--- config.mk ---
export PLATFORM = sky130hd
export DESIGN_NAME = ahb_slave_mem_if
export DESIGN_NICKNAME = d
export VERILOG_FILES = /design/src/rtl/ahb_slave_mem_if_pkg.sv /design/src/rtl/ahb_slave_mem_if_be_gen.sv /design/src/rtl/ahb_slave_mem_if.sv
export SDC_FILE = /design/constraint.sdc
export NUM_CORES = 1
export LEC_CHECK = 0
export ABC_AREA = 0
export ABC_CLOCK_PERIOD_IN_PS = 1350
export BUFFER_PORTS_ARGS = -buffer_cell sky130_fd_sc_hd__buf_2
export CORE_MARGIN = 3
export CORE_UTILIZATION = 30
export CTS_CLUSTER_DIAMETER = 60
export DETAILED_ROUTE_END_ITERATION = 8
export PLACE_DENSITY = 0.79
export SLEW_MARGIN = 20
export SYNTH_ARGS = -nofsm -noshare
export SYNTH_HDL_FRONTEND = slang
export SYNTH_SLANG_ARGS = --single-unit
--- constraint.sdc ---
create_clock -name hclk -period 1.35 [get_ports hclk]
set_input_delay 0.0675 -clock hclk [delete_from_list [all_inputs] [get_ports hclk]]
set_output_delay 0.0675 -clock hclk [all_outputs]
set_load 0.01 [all_outputs]
--- src/rtl/ahb_slave_mem_if_pkg.sv ---
// Shared AHB-Lite encodings used by the slave memory interface and its helpers.
package AHB_package;

    typedef enum logic [1:0] {
        HTRANS_IDLE   = 2'b00,
        HTRANS_BUSY   = 2'b01,
        HTRANS_NONSEQ = 2'b10,
        HTRANS_SEQ    = 2'b11
    } htrans_type;

    typedef enum logic {
        HRESP_OKAY  = 1'b0,
        HRESP_ERROR = 1'b1
    } hresp_type;

    localparam logic [2:0] HSIZE_BYTE = 3'd0;
    localparam logic [2:0] HSIZE_HALF = 3'd1;
    localparam logic [2:0] HSIZE_WORD = 3'd2;

    function automatic logic is_active(input htrans_type t);
        return (t == HTRANS_NONSEQ) || (t == HTRANS_SEQ);
    endfunction

endpackage

--- src/rtl/ahb_slave_mem_if_be_gen.sv ---
// Alignment check and byte-lane enable generation for one AHB address phase.
module ahb_slave_be_gen
    import AHB_package::*;
(
    input  logic [1:0] addr_lo,
    input  logic [2:0] size,
    output logic [3:0] be,
    output logic       illegal
);

    always_comb begin
        // NOTE: every output gets a default before the case so no path can infer a latch.
        be      = 4'b0000;
        illegal = 1'b0;
        case (size)
            HSIZE_BYTE: be = 4'b0001 << addr_lo;
            HSIZE_HALF: begin
                be      = addr_lo[1] ? 4'b1100 : 4'b0011;
                illegal = addr_lo[0];
            end
            HSIZE_WORD: begin
                be      = 4'b1111;
                illegal = |addr_lo;
            end
            default:    illegal = 1'b1;
        endcase
    end

endmodule

--- src/rtl/ahb_slave_mem_if.sv ---
// AHB-Lite slave bridging single transfers onto a synchronous word-wide memory port,
// with a programmable number of wait states and a two-cycle ERROR response.
module ahb_slave_mem_if
    import AHB_package::*;
#(
    parameter int AHB_ADDR_WIDTH = 32,
    parameter int AHB_DATA_WIDTH = 32,
    parameter int MEM_ADDR_WIDTH = 10,
    parameter int WAIT_STATES    = 1
) (
    input  logic                      hclk,
    input  logic                      hreset,
    input  logic                      hsel,
    input  logic [AHB_ADDR_WIDTH-1:0] haddr,
    input  htrans_type                htrans,
    input  logic                      hwrite,
    input  logic [2:0]                hsize,
    input  logic [AHB_DATA_WIDTH-1:0] hwdata,
    input  logic                      hready_in,
    output logic                      hready_out,
    output hresp_type                 hresp,
    output logic [AHB_DATA_WIDTH-1:0] hrdata,
    output logic                      mem_req,
    output logic                      mem_we,
    output logic [MEM_ADDR_WIDTH-1:0] mem_addr,
    output logic [3:0]                mem_be,
    output logic [AHB_DATA_WIDTH-1:0] mem_wdata,
    input  logic [AHB_DATA_WIDTH-1:0] mem_rdata
);

    localparam logic [3:0] WR_CNT = 4'(WAIT_STATES);
    // Reads always need one cycle for the memory to return data.
    localparam logic [3:0] RD_CNT = (WAIT_STATES == 0) ? 4'd1 : 4'(WAIT_STATES);

    typedef enum logic [2:0] {IDLE, WAIT, LAST, ERR1, ERR2} state_t;

    state_t                    state, state_nxt;
    logic [3:0]                cnt, cnt_nxt;
    logic [MEM_ADDR_WIDTH-1:0] addr_q;
    logic [3:0]                be_q;
    logic                      write_q;
    logic                      rd_first_q;

    logic                      addr_phase;
    logic                      accept;
    logic                      illegal;
    logic [3:0]                be_in;
    logic                      addr_hi_unused;

    assign addr_phase     = hsel & hready_in & is_active(htrans);
    assign addr_hi_unused = ^haddr[AHB_ADDR_WIDTH-1:MEM_ADDR_WIDTH+2];

    ahb_slave_be_gen u_be_gen (
        .addr_lo (haddr[1:0]),
        .size    (hsize),
        .be      (be_in),
        .illegal (illegal)
    );

    always_comb begin
        state_nxt  = state;
        cnt_nxt    = cnt;
        accept     = 1'b0;
        hready_out = 1'b1;
        hresp      = HRESP_OKAY;
        hrdata     = '0;
        mem_req    = 1'b0;
        mem_we     = 1'b0;
        case (state)
            IDLE: accept = addr_phase;
            WAIT: begin
                hready_out = 1'b0;
                mem_req    = rd_first_q;
                cnt_nxt    = cnt - 4'd1;
                if (cnt == 4'd1) state_nxt = LAST;
            end
            LAST: begin
                accept    = addr_phase;
                state_nxt = IDLE;
                if (write_q) begin
                    mem_req = 1'b1;
                    mem_we  = 1'b1;
                end else begin
                    hrdata = mem_rdata;
                end
            end
            ERR1: begin
                hready_out = 1'b0;
                hresp      = HRESP_ERROR;
                state_nxt  = ERR2;
            end
            ERR2: begin
                hresp     = HRESP_ERROR;
                accept    = addr_phase;
                state_nxt = IDLE;
            end
            default: state_nxt = IDLE;
        endcase

        // A new address phase overrides the return to IDLE for zero-bubble pipelining.
        if (accept) begin
            if (illegal) begin
                state_nxt = ERR1;
            end else begin
                cnt_nxt   = hwrite ? WR_CNT : RD_CNT;
                state_nxt = (cnt_nxt == 4'd0) ? LAST : WAIT;
            end
        end
    end

    assign mem_addr  = addr_q;
    assign mem_be    = be_q;
    assign mem_wdata = hwdata;

    // NOTE: state is updated with non-blocking assignments so every register samples pre-edge values.
    always_ff @(posedge hclk) begin
        if (hreset) begin
            state      <= IDLE;
            cnt        <= 4'd0;
            addr_q     <= '0;
            be_q       <= 4'b0000;
            write_q    <= 1'b0;
            rd_first_q <= 1'b0;
        end else begin
            state      <= state_nxt;
            cnt        <= cnt_nxt;
            rd_first_q <= accept & ~illegal & ~hwrite;
            if (accept) begin
                addr_q  <= haddr[MEM_ADDR_WIDTH+1:2];
                be_q    <= be_in;
                write_q <= hwrite;
            end
        end
    end

endmodule

Yosys cells after proc, flatten, opt, wreduce, memory -nomap -nowiden

Index checks and enable logic that the tools add are counted.

Flip-flop bits (word level): 23
Bits of input ports: 106
Output and inout bits: 82
Logic and storage cells: 51

$add $sub $neg: 1
Equality and inequality tests: 11
Shift-type cells: 1
Muxes and demuxes: 18
Bitwise gates (word level): 6
Reduce and logical (&&, ||, !) cells: 8

Operator list:

| operator                                             | number |
|---|---|
| two-way mux 32 bit                                   | 2 |
| two-way mux 4 bit                                    | 4 |
| one-hot mux 4 bit (3 select lines)                   | 1 |
| equality test 3 x 2 -> 1 bit (second input constant) | 3 |
| one-hot mux 3 bit (3 select lines)                   | 1 |
| equality test 3 x 1 -> 1 bit (second input constant) | 2 |
| logical NOT 3 bit                                    | 2 |
| two-way mux 3 bit                                    | 2 |
| OR reduction 2 bit                                   | 3 |
| two-way mux 1 bit                                    | 5 |
| bitwise AND 1 bit                                    | 4 |
| equality test 2 bit (second input constant)          | 2 |
| equality test 4 x 1 -> 1 bit (second input constant) | 1 |
| left shift 1 x 2 -> 4 bit (first input constant)     | 1 |
| subtractor 4 x 1 -> 4 bit (second input constant)    | 1 |
| equality test 3 bit (second input constant)          | 1 |
| != test 3 bit (second input constant)                | 1 |
| one-hot mux 1 bit (3 select lines)                   | 1 |
| OR reduction 3 bit                                   | 1 |
| two-way mux 2 bit                                    | 1 |
| != test 2 bit (second input constant)                | 1 |
| inverter 1 bit                                       | 2 |
| one-hot mux 1 bit (2 select lines)                   | 1 |
| AND reduction 2 bit                                  | 1 |
| logical OR 1 bit                                     | 1 |

Longest topological paths before layout

Word-level depth: 6
Depth in mapped cells: 6
Gate-level depth less buffers: 5

Hierarchy

From an unflattened synthesis, not the netlist that was laid out.

Cells, all modules: 199
Area total of the unflattened synthesis: 1545.2 um^2

Modules (own cells, without submodules):

| module           | times used | cells each | area each (um^2) | sequential area each (um^2) |
|---|---|---|---|---|
| ahb_slave_mem_if | 1          | 184        | 1467.7           | 460.4 |
| ahb_slave_be_gen | 1          | 15         | 77.6             | 0.0 |

Least setup slack after synthesis

OpenSTA, ideal clock, no wires.

Path kind: register -> output
Start: register state[2]
End: output port mem_req
Arrival time: 1165 ps
Setup slack: 118 ps
Cell stages (with the launch flop): 4
Path buffers: 0
Cell sequence: dfxtp_1 nand2b_1 nor3b_1 a21o_1

Longest elaborated chain between the ends: 2

Ends and longest elaborated chain:

| element                                                                      | RTL line                | source |
|---|---|---|
| from (decl)                                                                  | ahb_slave_mem_if.sv:37  | `state_t state, state_nxt;` |
| from (signal assigned)                                                       | ahb_slave_mem_if.sv:125 | `state <= state_nxt;` |
| equality test 3 x 2 -> 1 bit or equality test 3 x 1 -> 1 bit (tied branches) | ahb_slave_mem_if.sv:69  | `case (state)` |
| one-hot mux 1 bit (2 select lines) *                                         | ahb_slave_mem_if.sv:69  |  |
| to (decl)                                                                    | ahb_slave_mem_if.sv:23  | `output logic mem_req,` |

Every way passes the cells marked *; elsewhere a longest branch is shown, timed or not.

Worst setup path after layout

Start: register state[2]
End: output port hrdata[11]

Longest elaborated chain between the ends: 2

Ends and longest elaborated chain:

| element                      | RTL line               | source |
|---|---|---|
| equality test 3 x 2 -> 1 bit | ahb_slave_mem_if.sv:69 |  |
| two-way mux 32 bit           | ahb_slave_mem_if.sv:69 |  |
| to (decl)                    | ahb_slave_mem_if.sv:22 | `output logic [AHB_DATA_WIDTH-1:0] hrdata,` |

No other way between the ends.

==> results.tsv <==
metric	value	unit
fp.dieH	76.9	um
fin_nets	376	
cts_buffer_depth	2	
ir_worst_vdd	0.000443	V
violations	setup timing	
path_clk_slew	80	ps
synth_top_cell_by_area	dfxtp_1	
power.total	1400	uW
avgSynthCellArea	8.07	sq um
hpwl	3250	um
grt_max_degree	19	
cts_max_level	1	
synth_nets	295	
setup_ws	-123	ps
die_w	76.9	um
worst_setup_path_end_kind	output pin	
timing.max_cap.violations	0	
stdcell_count	334	
core	4790	sq um
first_pass_iters	4	
via_per_inst	4.51	
cp_cell_sequence	nand2b_4 -> nor3_4 -> buf_6 -> buf_12 -> and2_4 -> buf_2	
synth_cell_types	35	
multi_input_comb_area	752	sq um
worst_slew_pin_slew	278	ps
vias	1507	
clock-sinks	23	
crit_cells	6	
finClkSkew	1.37	ps
crit_buf_inv	3	
clockRootBuffer	clkbuf_8	
synth_top_cell_area_share	0.305	
rsz0062_at_grt	true	
fill_cells	505	
slowest_delay	350	ps
slew_headroom	0.814	
crit_family	simple AND/OR/NAND/NOR gates	
dp.cells	322	
startpoint_type	flop	
areaGrowthSynthToFinish	34.6	%
drcViolationCount	0	
final_common_cell	buf_2	
final_cell_mix	buf_2, and2_1, nand2_1	
final_max_slew_viol_count	0	
syn_inst	187	
fmax	679	MHz
r2r_cells	6	
critPathMaxFanout	16	
netlist_area	1510	sq um
grt_pass1_wl	6370	um
dieArea	5920	sq um
row_count	25	
outcome	finished with violations	
diodes	0	
ys_seq_area_frac	0.305	
port_buffers	102	
cts_buffers	3	
crit_type	reg2out	
period_share	1.09	
hp-class	in2reg	
synth_seq_cells	23	
setup_violations	33	
clock_latency	260	ps
gp_congestion	0.757	
p_leak	0.00103	uW
ant_nets	0	
yosys-top-cells-area	dfxtp_1, buf_4, and2_1, nand2_1, a21oi_1	
grt_pass1_vias	1454	
antenna_found_initial	0	
yosys_warnings	0	
post-place-ws	44.7	ps
setup_tns	-3380	ps
hold_depth	3	
critPathRequiredTime	1280	ps
cp_slowest_cell	dfxtp_2	
regArea	467	sq um
power.density	691	nW/um^2
cts_tree	done	
period_needed	1470	ps
routed_wl	4030	um
detail_route.wl_per_cell	12.1	um
crit_arrival	1410	ps
drive_above_1_share	0.494	
grt_usage	0.128	
grt_overflow	0	
start_util	0.315	
hold_viol_final	0	
drt-initial-drc-count	11	
final_util	0.424	
io_pins	188	
[synthesized netlist by cell type (all sizes together)]
| cell type | n |
|---|---|
| xor2 | 2 |
| mux2i | 1 |
| a32oi | 1 |
| a211o | 1 |
| or2 | 1 |
| nand3b | 4 |
| xnor2 | 1 |
| or2b | 1 |
| nor2 | 6 |
| nand3 | 1 |
| nor4 | 1 |
| nor3b | 3 |
| a211oi | 3 |
| a21oi | 17 |
| o211ai | 1 |
| and3 | 1 |
| a21o | 1 |
| nand2 | 26 |
| ha | 2 |
| dfxtp | 23 |
| buf | 38 |
| and2 | 34 |
| nor3 | 4 |
| clkbuf | 2 |
| o31ai | 3 |
| nand2b | 4 |
| o21ai | 2 |
| inv | 3 |
[cell type report]
| class | instances | share of cell area |
|---|---|---|
| clock buffer | 3 | 0.0203 |
| timing repair buffer | 116 | 0.330 |
| tap | 67 | 0.0413 |
| clock inverter | 1 | 0.00246 |
| sequential | 23 | 0.230 |
| inverter | 3 | 0.00555 |
| multi-input combinational | 121 | 0.370 |
[cell families (layout without fill, tap and decap cells)]
group,Yosys count,after routing,share of synthesized area
buffers and inverters,43,123,0.206
DFF,23,23,0.305
AOI/OAI and AO/OA,29,29,0.124
muxes,1,1,0.00663
and+or+nand+nor,86,86,0.324
xor gates and xnor gates,3,3,0.0174
adders and majority gates,2,2,0.0166
[report_power, final]
part	total [uW]	internal, uW	leakage, uW	switching (uW)
combinational	261	139	0.000819	122
clock	425	206	0.0000255	220
sequential	718	701	0.000188	17.2
[per-layer routing]
| metal | vias up | global-route usage | wire length [um] |
|---|---|---|---|
| met5 | - | 0 | 0 |
| met3 | 5 | 0.0423 | 414 |
| met2 | 81 | 0.251 | 2140 |
| li1 | 735 | - | - |
| met1 | 686 | 0.125 | 1450 |
| met4 | 0 | 0.0362 | 26 |
[repair_timing]
| item | 4_1_cts | 5_1_grt |
|---|---|---|
| cloned | 1 | 0 |
| hold buffers | 1 | 0 |
| gates resized for setup | 9 | 2 |
| hold endpoints to repair | 1 | 0 |
| buffers inserted | 4 | 2 |
| pin swaps | 1 | 1 |
| endpoints found under the setup margin | 34 | 39 |
[metrics by stage]
step                area, sq um  hold WS [ps]
CTS                        2000          32.5
detailed placement         1860           135
finish                     2030          38.3
global placement           1860           135
floorplan                  1510           147
global route               2030          31.2
[flip-flops by register name, summed over array words and instances (netlist names)]
register and cells:
rd_first_q 1, cnt 4, state 3, mem_be 4, write_q 1, mem_addr 10
[worst register-to-register path, cell delays in order, from the launching register on]
cell and delay, ps:
dfxtp_2 330, buf_4 140, a21oi_2 220, and2_4 260, buf_12 130, nand2_1 50, a21oi_1 120
[final timing paths]
| path | slack, ps | startpoint | to |
|---|---|---|---|
| setup / recovery | -120 | state[2] | hrdata[11] |
| hold / removal | 40 | haddr[4] | mem_addr[2] |
| setup reg to reg | 30 | state[0] | mem_addr[1] |
| hold reg to reg | 460 | mem_addr[4] | mem_addr[4] |
Note: power is estimated with default switching activity, not from simulation.
